File: config.mk
export PLATFORM = sky130hd
export DESIGN_NAME = conv_layer_calc
export DESIGN_NICKNAME = d
export VERILOG_FILES = /design/src/rtl/conv_layer_calc_pkg.sv /design/src/rtl/conv_calc_adder_tree.sv /design/src/rtl/conv_layer_calc.sv
export SDC_FILE = /design/constraint.sdc
export NUM_CORES = 1
export LEC_CHECK = 0
export CAP_MARGIN = 15
export CORE_ASPECT_RATIO = 2
export CORE_UTILIZATION = 36
export CTS_BUF_LIST = sky130_fd_sc_hd__clkbuf_4 sky130_fd_sc_hd__clkbuf_8
export DETAILED_ROUTE_END_ITERATION = 7
export GPL_ROUTABILITY_DRIVEN = 0
export HOLD_SLACK_MARGIN = 0.02
export PLACE_DENSITY = 0.65
export SYNTH_ARGS = -nofsm -noshare
export SYNTH_HDL_FRONTEND = slang
export SYNTH_HIERARCHICAL = 1
export SYNTH_SLANG_ARGS = --single-unit
File: constraint.sdc
create_clock -name clk -period 0.9 [get_ports clk]
set_clock_uncertainty 0.1 [all_clocks]
set_input_delay 0.18 -clock clk [delete_from_list [all_inputs] [get_ports clk]]
set_output_delay 0.18 -clock clk [all_outputs]
set_load 0.01 [all_outputs]
File: src/rtl/conv_layer_calc_pkg.sv
// Shared constants and elaboration helpers for the convolution MAC engine
// and its parent convolution element.
package conv_layer_calc_pkg;

  localparam int PROD_W = 8;

  function automatic int prod_width(input int n, input int m);
    return n + m;
  endfunction

  function automatic int kernel_to_e(input int kernel);
    int e;
    e = 32'sd0;
    case (kernel)
      32'sd1:  e = 32'sd1;
      32'sd3:  e = 32'sd3;
      32'sd5:  e = 32'sd4;
      32'sd7:  e = 32'sd5;
      default: e = 32'sd0;
    endcase
    return e;
  endfunction

  function automatic bit kernel_legal(input int kernel);
    return (kernel_to_e(kernel) != 32'sd0);
  endfunction

  // Extra bits the parent needs when summing one partial sum per channel.
  function automatic int channels_to_e2(input int channels);
    return (channels <= 32'sd1) ? 32'sd0 : $clog2(channels);
  endfunction

endpackage

File: src/rtl/conv_calc_adder_tree.sv
// Balanced adder tree over NUM operands of IN_W bits, built by recursive
// halving; the sum wraps modulo 2^OUT_W.
module conv_calc_adder_tree #(
  parameter int NUM   = 9,
  parameter int IN_W  = 8,
  parameter int OUT_W = 11
) (
  input  logic [NUM*IN_W-1:0] operands,
  output logic [OUT_W-1:0]    sum
);

  if (NUM == 1) begin : g_leaf
    assign sum = OUT_W'(operands);
  end else begin : g_node
    localparam int NUM_LO = NUM / 2;
    localparam int NUM_HI = NUM - NUM_LO;

    logic [OUT_W-1:0] sum_lo_s;
    logic [OUT_W-1:0] sum_hi_s;

    conv_calc_adder_tree #(.NUM(NUM_LO), .IN_W(IN_W), .OUT_W(OUT_W)) u_lo (
      .operands (operands[NUM_LO*IN_W-1:0]),
      .sum      (sum_lo_s)
    );

    conv_calc_adder_tree #(.NUM(NUM_HI), .IN_W(IN_W), .OUT_W(OUT_W)) u_hi (
      .operands (operands[NUM*IN_W-1:NUM_LO*IN_W]),
      .sum      (sum_hi_s)
    );

    assign sum = sum_lo_s + sum_hi_s;
  end

endmodule

File: src/rtl/conv_layer_calc.sv
// Per-channel KERNEL x KERNEL multiply-accumulate engine.
// Define CONV_LAYER_CALC_PIPE_EN to add a product register stage (latency 2).
module conv_layer_calc
  import conv_layer_calc_pkg::*;
#(
  parameter int KERNEL = 3,
  parameter int E      = 3,
  parameter int N      = 4,
  parameter int M      = 4
) (
  input  logic                       clk,
  input  logic                       rst,
  input  logic [KERNEL*KERNEL*N-1:0] data2conv,
  input  logic                       en_in,
  input  logic [KERNEL*KERNEL*M-1:0] w,
  output logic [N+M+E-1:0]           d_out,
  output logic                       en_out
);

  localparam int TAPS  = KERNEL * KERNEL;
  localparam int P_W   = prod_width(N, M);
  localparam int OUT_W = N + M + E;

  if (!kernel_legal(KERNEL)) begin : g_bad_kernel
    $error("conv_layer_calc: KERNEL must be 1, 3, 5 or 7");
  end

  logic [TAPS*P_W-1:0] prod_s;
  logic [TAPS*P_W-1:0] tree_in_s;
  logic                stage_vld_s;
  logic [OUT_W-1:0]    tree_sum_s;

  for (genvar j = 0; j < TAPS; j++) begin : g_prod
    assign prod_s[j*P_W +: P_W] = P_W'(data2conv[j*N +: N]) * P_W'(w[j*M +: M]);
  end

`ifdef CONV_LAYER_CALC_PIPE_EN
  logic [TAPS*P_W-1:0] prod_r;
  logic                prod_vld_r;

  // Product stage: loads only on a valid window, holds otherwise
  always_ff @(posedge clk or posedge rst) begin
    if (rst) begin
      prod_r     <= '0;
      prod_vld_r <= 1'b0;
    end else begin
      prod_vld_r <= en_in;
      if (en_in) begin
        prod_r <= prod_s;
      end
    end
  end

  assign tree_in_s   = prod_r;
  assign stage_vld_s = prod_vld_r;
`else
  assign tree_in_s   = prod_s;
  assign stage_vld_s = en_in;
`endif

  conv_calc_adder_tree #(.NUM(TAPS), .IN_W(P_W), .OUT_W(OUT_W)) u_tree (
    .operands (tree_in_s),
    .sum      (tree_sum_s)
  );

  // Output stage: d_out keeps the last valid sum between strobes
  always_ff @(posedge clk or posedge rst) begin
    if (rst) begin
      d_out  <= '0;
      en_out <= 1'b0;
    end else begin
      en_out <= stage_vld_s;
      if (stage_vld_s) begin
        d_out <= tree_sum_s;
      end
    end
  end

endmodule

-- Yosys cells after proc, flatten, opt, wreduce, memory -nomap -nowiden
Index checks and enable logic that the tools add are counted.
- bitwise operators: 0
- $mul: 9
- multiplexer cells: 0
- equal/unequal tests: 0
- $lt $le $gt $ge: 0
- shift-type cells: 0
- divide/modulo/power cells: 0
- reductions and logical operators: 0
- $add $sub $neg: 8
- operators by type and width (cell ; number):
    4-bit by 4-bit multiplier with 8-bit output ; 9
    8-bit by 8-bit adder with 9-bit output ; 4
    11-bit adder ; 2
    11-bit by 9-bit adder with 11-bit output ; 1
    8-bit by 11-bit adder with 11-bit output ; 1
- register bits: 12
- output and inout bits: 12
- RAM bits: 0
- latch bits: 0
- word-level logic and storage cells: 19
- memories kept: 0
- ROM bits: 0

-- Depth between registers and ports, before layout
Gate-level depths: netlist of run 1.
- depth after elaboration: 5
- depth in mapped cells: 29
- depth with buffers taken out: 28

-- Cells and area by module
The synthesis of run 1 kept the hierarchy.
- by module, submodules not included (module ; cells each ; sequential area each (um^2) ; area an instance (um^2) ; times used):
    conv_layer_calc ; 462 ; 300.3 ; 4315.4 ; 1
    conv_calc_adder_tree (u_tree ...) ; 57 ; 0.0 ; 474.2 ; 7
    conv_calc_adder_tree (u_tree.g_node.u_hi.g_node.u_hi.g_node.u_hi.g_node.u_hi ...) ; 12 ; 0.0 ; 86.3 ; 9
    conv_calc_adder_tree (u_tree.g_node.u_hi.g_node.u_hi.g_node.u_hi) ; 62 ; 0.0 ; 452.9 ; 1

-- Worst setup path before layout of run 1
No wires, ideal clock.
- path type: in2reg
- start point: input port w[35]
- end point: register d_out[10]
- library setup time: 0.125 ns
- setup slack: -5.090 ns
- cell stages on the path: 29
- data arrival time: 5.766 ns
- data required time: 0.675 ns
- cell sequence: nand2_1 -> fa_1 -> inv_1 -> fa_1 -> inv_1 -> fa_1 -> xnor2_1 -> buf_4 -> ha_1 -> nand3_1 -> o2111ai_2 -> xor2_1 -> ha_1 -> o2111ai_2 -> nand3_2 -> nor2_1 -> xnor2_1 -> ha_1 -> o21ai_0 -> nand2b_1 -> o41ai_2 -> xnor2_1 -> ha_1 -> a21oi_2 -> nand2_1 -> or3_1 -> o221ai_2 -> xnor2_1 -> mux2_2
- cells in the longest elaborated chain, start to end: 5
- ends and longest elaborated chain (what ; line ; RTL):
    start, declared ; conv_layer_calc.sv:15 ; input logic [KERNEL*KERNEL*M-1:0] w,
    4-bit by 4-bit multiplier with 8-bit output ; conv_layer_calc.sv:34 ; assign prod_s[j*P_W +: P_W] = P_W'(data2conv[j*N +: N]) * P_W'(w[j*M +: M]);
    via prod_s[68] ; conv_layer_calc.sv:28 ; logic [TAPS*P_W-1:0] prod_s;
    8-bit by 8-bit adder with 9-bit output ; conv_calc_adder_tree.sv:31 ; assign sum = sum_lo_s + sum_hi_s;
    via u_tree.g_node.u_hi.g_node.u_hi.g_node.sum_hi_s[5] ; conv_calc_adder_tree.sv:19 ; logic [OUT_W-1:0] sum_hi_s;
    8-bit by 11-bit adder with 11-bit output ; conv_calc_adder_tree.sv:31 ;
    via u_tree.g_node.u_hi.g_node.sum_hi_s[6] ; conv_calc_adder_tree.sv:19 ;
    11-bit adder ; conv_calc_adder_tree.sv:31 ;
    via u_tree.g_node.sum_hi_s[8] ; conv_calc_adder_tree.sv:19 ;
    11-bit adder ; conv_calc_adder_tree.sv:31 ;
    via tree_sum_s[10] ; conv_layer_calc.sv:31 ; logic [OUT_W-1:0] tree_sum_s;
    end signal, assigned ; conv_layer_calc.sv:74 ; d_out <= tree_sum_s;
    end, declared ; conv_layer_calc.sv:16 ; output logic [N+M+E-1:0] d_out,
The timed path passes the listed nets, and every way through them passes these cells.
A chain may end at the register's enable or synchronous reset.

-- Final worst setup path of run 1
- start point: input port w[6]
- end point: register d_out[10]
- cells in the longest elaborated chain, start to end: 4
- ends and longest elaborated chain (what ; line ; RTL):
    4-bit by 4-bit multiplier with 8-bit output ; conv_layer_calc.sv:34 ;
    via prod_s[15] ; conv_layer_calc.sv:28 ;
    8-bit by 8-bit adder with 9-bit output ; conv_calc_adder_tree.sv:31 ;
    via u_tree.g_node.u_lo.g_node.sum_lo_s[8] ; conv_calc_adder_tree.sv:18 ; logic [OUT_W-1:0] sum_lo_s;
    11-bit by 9-bit adder with 11-bit output ; conv_calc_adder_tree.sv:31 ;
    via u_tree.g_node.sum_lo_s[9] ; conv_calc_adder_tree.sv:18 ;
    11-bit adder ; conv_calc_adder_tree.sv:31 ;
    via tree_sum_s[10] ; conv_layer_calc.sv:31 ;
The timed path passes the listed nets, and every way through them passes these cells.

==> metrics, run 1 <==
Top cell by count, worst path xnor2_1; sequential fraction of the synthesis area 3.39%; Clock Path Buffers 2; Cell Area, Synth ~8900 um^2; commonest non-fill, non-tap cell in the layout buf_4; startpoint types input port; worst path arrival time 5.84 ns; diode count 0; max-cap violation count 0; ratio of cells with drive above 1 in the final layout 41.9%; Die H ~220 um; # DRC 0; synthesized area per cell 8.60 um^2; ys flop type dfrtp_1; crit path max fanout 5; Routed Antenna Nets 0; #FFs+latches synth 12; Fill cells 2098; failing checks negative setup slack; global-route wire length before repair 34900 um; delay-heaviest family, CP adder cells; Overflow after GRT 0; Die Wd 113 um; total core area around 24000 um^2; Cells after Synth 1031; std cell rows 80; clk sinks 12; CP required approximately 0.93 ns; pre-CTS WS -5.75 ns; Vias/cell slightly below 5; most frequent cells in the layout 206 x buf_4, 138 x ha_1, 91 x and2_1; final setup violation count 23; Worst-Skew Late Latency around 0.24 ns; RSZ-0062 raised after global routing true; worst hold path type input port to async pin; WL final 22000 um; largest net degree at the start of global routing 13; Initial Utilization 36.9%; TNS Setup -44.38 ns; Hold Vio Cnt, Final 0; worst slew pin tran 0.568 ns; initial antenna violation count 0; FFs w/ async S/R, synth 100%; storage element area 300 um^2; multi-input logic area approximately 9000 um^2; Yosys top cell by area ha_1; vias 7799; Tcrit/Tclk final 646%; All-Layer GR Usage ~17%; CTS clock-pin slew for the worst setup and hold paths 0.06 ns; CTS buffer count 3; Yosys cell types 36; Post-CTS Hold Fix Bufs 0; routed len/inst around 14 um; Setup CP Type input port to flip-flop; outcome complete, but fails checks; Slowest cell on crit path fa_1; Area Overhead vs Synth 44.5%; PortBufs 86; fin crit period 5.81 ns; fin. max-slew vios 0; Setup crit end kind flip-flop; top cells by area, synth ha_1 27%, fa_1 9.9%, xnor2_1 9.2%, buf_4 8.4%, and2_1 7.6%; vias in the first global route about 8.3k; Detailed Route Iter0 Violations 128; CP bufs+invs 3; Final Net Count 1589; die area 25300 um^2; Slew headroom 61.7%; htree depth 1; post-route setup slack -4.91 ns; Final HPWL DP 17800 um; Max Clock Freq 0.172 GHz; synthesis warning total 6; TritonCTS clock tree built; Post-synth EDFFs 0; CP peak stage delay around 0.51 ns; root buffer cell clkbuf_8; Synth top area share between 20% and 30%; Top Ports 87; Pre-antenna DRT Iters 4
## layout make-up
cell class              instances  area share [%]
flip-flops and latches         12            2.34
clock buffers                   4           0.430
repair buffers                328            21.7
multi-input cells             853            70.2
well taps                     287            2.80
inverters                      84            2.46
## sequential cells by signal, indices dropped and copies added (netlist names)
name and cells:
d_out 11, en_out 1
## worst reg2reg max path: cells and delay by family, from the launching register on
kind / cells / cell delay, ns
buf+inv: 2 / 0.25
mux: 1 / 0.25
flops: 1 / 0.37
## repair_timing
item                       CTS  global route
buffers inserted            13            25
setup endpoints to repair   23            23
gates resized for setup    233           134
pin swaps                   80           101
## synth_stat cells (2+ instances only)
| cell | n |
|---|---|
| a211oi_2 | 9 |
| a21o_1 | 23 |
| a21o_2 | 3 |
| a21oi_1 | 38 |
| a21oi_2 | 25 |
| a31oi_1 | 8 |
| and2_1 | 107 |
| and3_2 | 7 |
| buf_4 | 99 |
| conb_1 | 9 |
| dfrtp_1 | 12 |
| fa_1 | 44 |
| ha_1 | 188 |
| inv_1 | 84 |
| mux2_2 | 11 |
| nand2_1 | 71 |
| nand2b_1 | 8 |
| nand3_1 | 32 |
| nand3_2 | 8 |
| nor2_1 | 24 |
| nor2b_1 | 7 |
| nor2b_4 | 7 |
| nor3_1 | 2 |
| o2111ai_2 | 15 |
| o21a_1 | 8 |
| o21ai_0 | 25 |
| o21bai_1 | 9 |
| o221ai_2 | 7 |
| o41ai_2 | 7 |
| or3_1 | 14 |
| xnor2_1 | 93 |
| xor2_1 | 23 |
## metrics by stage
step | util [%] | hold WS [ns] | cell area, um^2 | instances
floorplan | - | -0.0553 | 9140 | 1049
global placement | 46.5 | 0.393 | 11200 | 1530
detailed placement | 46.5 | 0.399 | 11200 | 1530
CTS | 49.2 | 0.144 | 11800 | 1545
global route | 53.3 | 0.158 | 12800 | 1568
finish | 53.3 | 0.157 | 12800 | 1568
## per-layer routing
metal  global-route usage, %  vias to the layer above  routed length [um]
met1                    13.8                     3770                7190
li1                        -                     3899                   -
met4                    5.14                        0                 785
met2                    39.2                       88               13800
met5                       0                        -                   0
met3                   0.568                       42                 211
## logic make-up after synthesis
group,Yosys count,share of synthesized area (%)
AO/OA/AOI/OAI,178,16.6
XOR/XNOR,116,11.5
adder cells (fa/ha/maj),232,36.5
buffers and inverters,184,12.0
flip-flops,12,3.39
multiplexers,11,1.40
other,9,0.381
AND/OR/NAND/NOR,289,18.3
## final timing paths
path	startpoint	to	slack [ns]	depth (start not counted)
min in group clk	d_out[9]	d_out[9]	0.41	1
setup / recovery	w[6]	d_out[10]	-4.91	26
setup reg to reg	d_out[7]	d_out[7]	-0.19	3
max in group asynchronous	rst	d_out[8]	0.43	3
hold / removal	rst	d_out[2]	0.16	3
hold reg to reg	d_out[9]	d_out[9]	0.41	1
Power of run 1 is not shown: default switching activity piles up to over one toggle a cycle in this logic, so the estimate is an artifact.
==> run 2: changes to the inputs <==
--- a/config.mk
+++ b/config.mk
@@ -7,6 +7,7 @@
 export LEC_CHECK = 0
 export CAP_MARGIN = 15
 export CORE_ASPECT_RATIO = 2
+export CORE_MARGIN = 4
 export CORE_UTILIZATION = 36
 export CTS_BUF_LIST = sky130_fd_sc_hd__clkbuf_4 sky130_fd_sc_hd__clkbuf_8
 export DETAILED_ROUTE_END_ITERATION = 7
==> run 2 against run 1 <==
  * The flow still finishes with violations (negative setup slack)
  * Setup slack gained 0.043 ns
  * First-iteration DRC count shrank 43%
  * Critical path depth grew 3
  * Cell area shrank 0.64%
  * Die area grew 8.1%
  * Non-clock buffer count shrank 5
  * Register-to-register slack gained 0.08 ns
  * Via count shrank 1.7%
  * Flip-flop and latch count is the same
  * Cell count shrank 0.13%
  * Critical path type unchanged
==> metrics, run 2 (synthesis gave the netlist of run 1 again) <==
outcome complete, but fails checks; failing checks negative setup slack; Die H about 230 um; post-route setup slack -4.87 ns; final core utilization 52.3%; std cell rows 81; worst hold path type input port to async pin; fin. max-slew vios 0; Worst-Skew Late Latency between 0.2 and 0.25 ns; vias 7669; Final HPWL DP approximately 18000 um; Tcrit/Tclk final 641%; global-route wire length before repair roughly 35000 um; initial antenna violation count 0; Worst Reg-to-Reg Cells 2; final setup violation count 23; All-Layer GR Usage approximately 15%; Routed Antenna Nets 0; max-cap violation count 0; Setup crit end kind flip-flop; Die Wd about 120 um; # DRC 0; pre-CTS WS -5.79 ns; Detailed Route Iter0 Violations 73; area post-placement 11200 um^2; R2R Setup Slk -0.11 ns; fin area 12700 um^2; CP required 0.92 ns; crit path max fanout 5; CP peak stage delay 0.56 ns; Slew headroom 66.5%; fin crit period about 5.8 ns; Initial Utilization 36.4%; PortBufs 86; worst slew pin tran 0.498 ns; RSZ-0062 raised after global routing true; Worst Setup SP data2conv[34]; worst path arrival time 5.79 ns; TritonCTS clock tree built; largest net degree at the start of global routing 13; Hold Vio Cnt, Final 0; r2r startpoint d_out[8]; Setup CP Type input port to flip-flop; Slowest cell on crit path fa_1; total core area 24300 um^2; most flop-heavy register d_out; startpoint types input port; routed len/inst 13.6 um; Area Overhead vs Synth 43.6%; Top Ports 87; htree depth 1; CTS clock-pin slew for the worst setup and hold paths approximately 0.060 ns; Worst Setup EP d_out[10]; RR Endpoint d_out[8]; Vias/cell 4.90; Largest regs d_out: 11 flops, en_out: 1 flops; most frequent cells in the layout 202 x buf_4, 137 x ha_1, 90 x and2_1; Overflow after GRT 0; commonest non-fill, non-tap cell in the layout buf_4; CTS buffer count 3; diode count 0; Fill cells 2191; root buffer cell clkbuf_8; Max Clock Freq 0.173 GHz; ratio of cells with drive above 1 in the final layout about 40%; WL final 21200 um; Clock Path Buffers 2; clk sinks 12; max reg flops 11; Pre-antenna DRT Iters 4; Final Net Count 1584; die area 27400 um^2; vias in the first global route 8242
run 2: cell count changes in the layout (fill, tap and decap cells not counted), sizes merged:
| cell | change |
|---|---|
| clkdlybuf4s50 | +8 |
| buf | -6 |
| dlymetal6s2s | -8 |
| clkdlybuf4s15 | +1 |
run 2: critical path, delay by kind of cell:
| kind | cells | cell delay (ns) |
|---|---|---|
| muxes | 1 | 0.25 |
| xor gates and xnor gates | 4 | 0.59 |
| buffers and inverters | 7 | 0.57 |
| adders and majority gates | 7 | 2.81 |
| AOI/OAI and AO/OA | 5 | 0.76 |
| and+or+nand+nor | 5 | 0.62 |
run 2: how the worst min path moves through the flow:
stage,start,end,slack (ns),cells after the start
floorplan,rst,d_out[0],-0.06,1
global placement,d_out[9],d_out[9],0.39,1
detailed placement,d_out[2],d_out[2],0.40,1
CTS,rst,d_out[3],0.15,3
global route,rst,en_out,0.15,3
finish,rst,en_out,0.16,3
run 2: per-layer routing:
layer  vias to the layer above  part of all wire, %  global-route usage (%)
met5                         -                    0                       0
li1                       3905                    -                       -
met3                        48                  1.3                   0.689
met2                        88                   63                    33.8
met4                         0                  4.2                    5.69
met1                      3628                   32                    13.3
run 2: repair_timing:
action | CTS | global route
hold buffers | 0 | 0
gates resized for setup | 247 | 102
endpoints found under the setup margin | 23 | 23
pin swaps | 91 | 55
setup buffers | 19 | 14
run 2: final cells by class:
type | count | area (um^2) | area share, %
Tap cell | 290 | 363 | 2.85
Timing Repair Buffer | 323 | 2750 | 21.6
Inverter | 84 | 318 | 2.50
Multi-Input combinational cell | 853 | 8940 | 70.3
Clock buffer | 4 | 55.1 | 0.433
Sequential cell | 12 | 300 | 2.36
run 2: through the flow:
| step | TNS (ns) | std cells | hold WS, ns |
|---|---|---|---|
| 2_1_floorplan | -39.07 | 1049 | -0.0553 |
| 3_3_place_gp | -53.81 | 1536 | 0.391 |
| 5_1_grt | -45.79 | 1566 | 0.148 |
| 4_1_cts | -44.89 | 1557 | 0.151 |
| 3_5_place_dp | -54.54 | 1536 | 0.403 |
| 6_report | -44.08 | 1566 | 0.158 |
Power of run 2 is left out for the same reason.
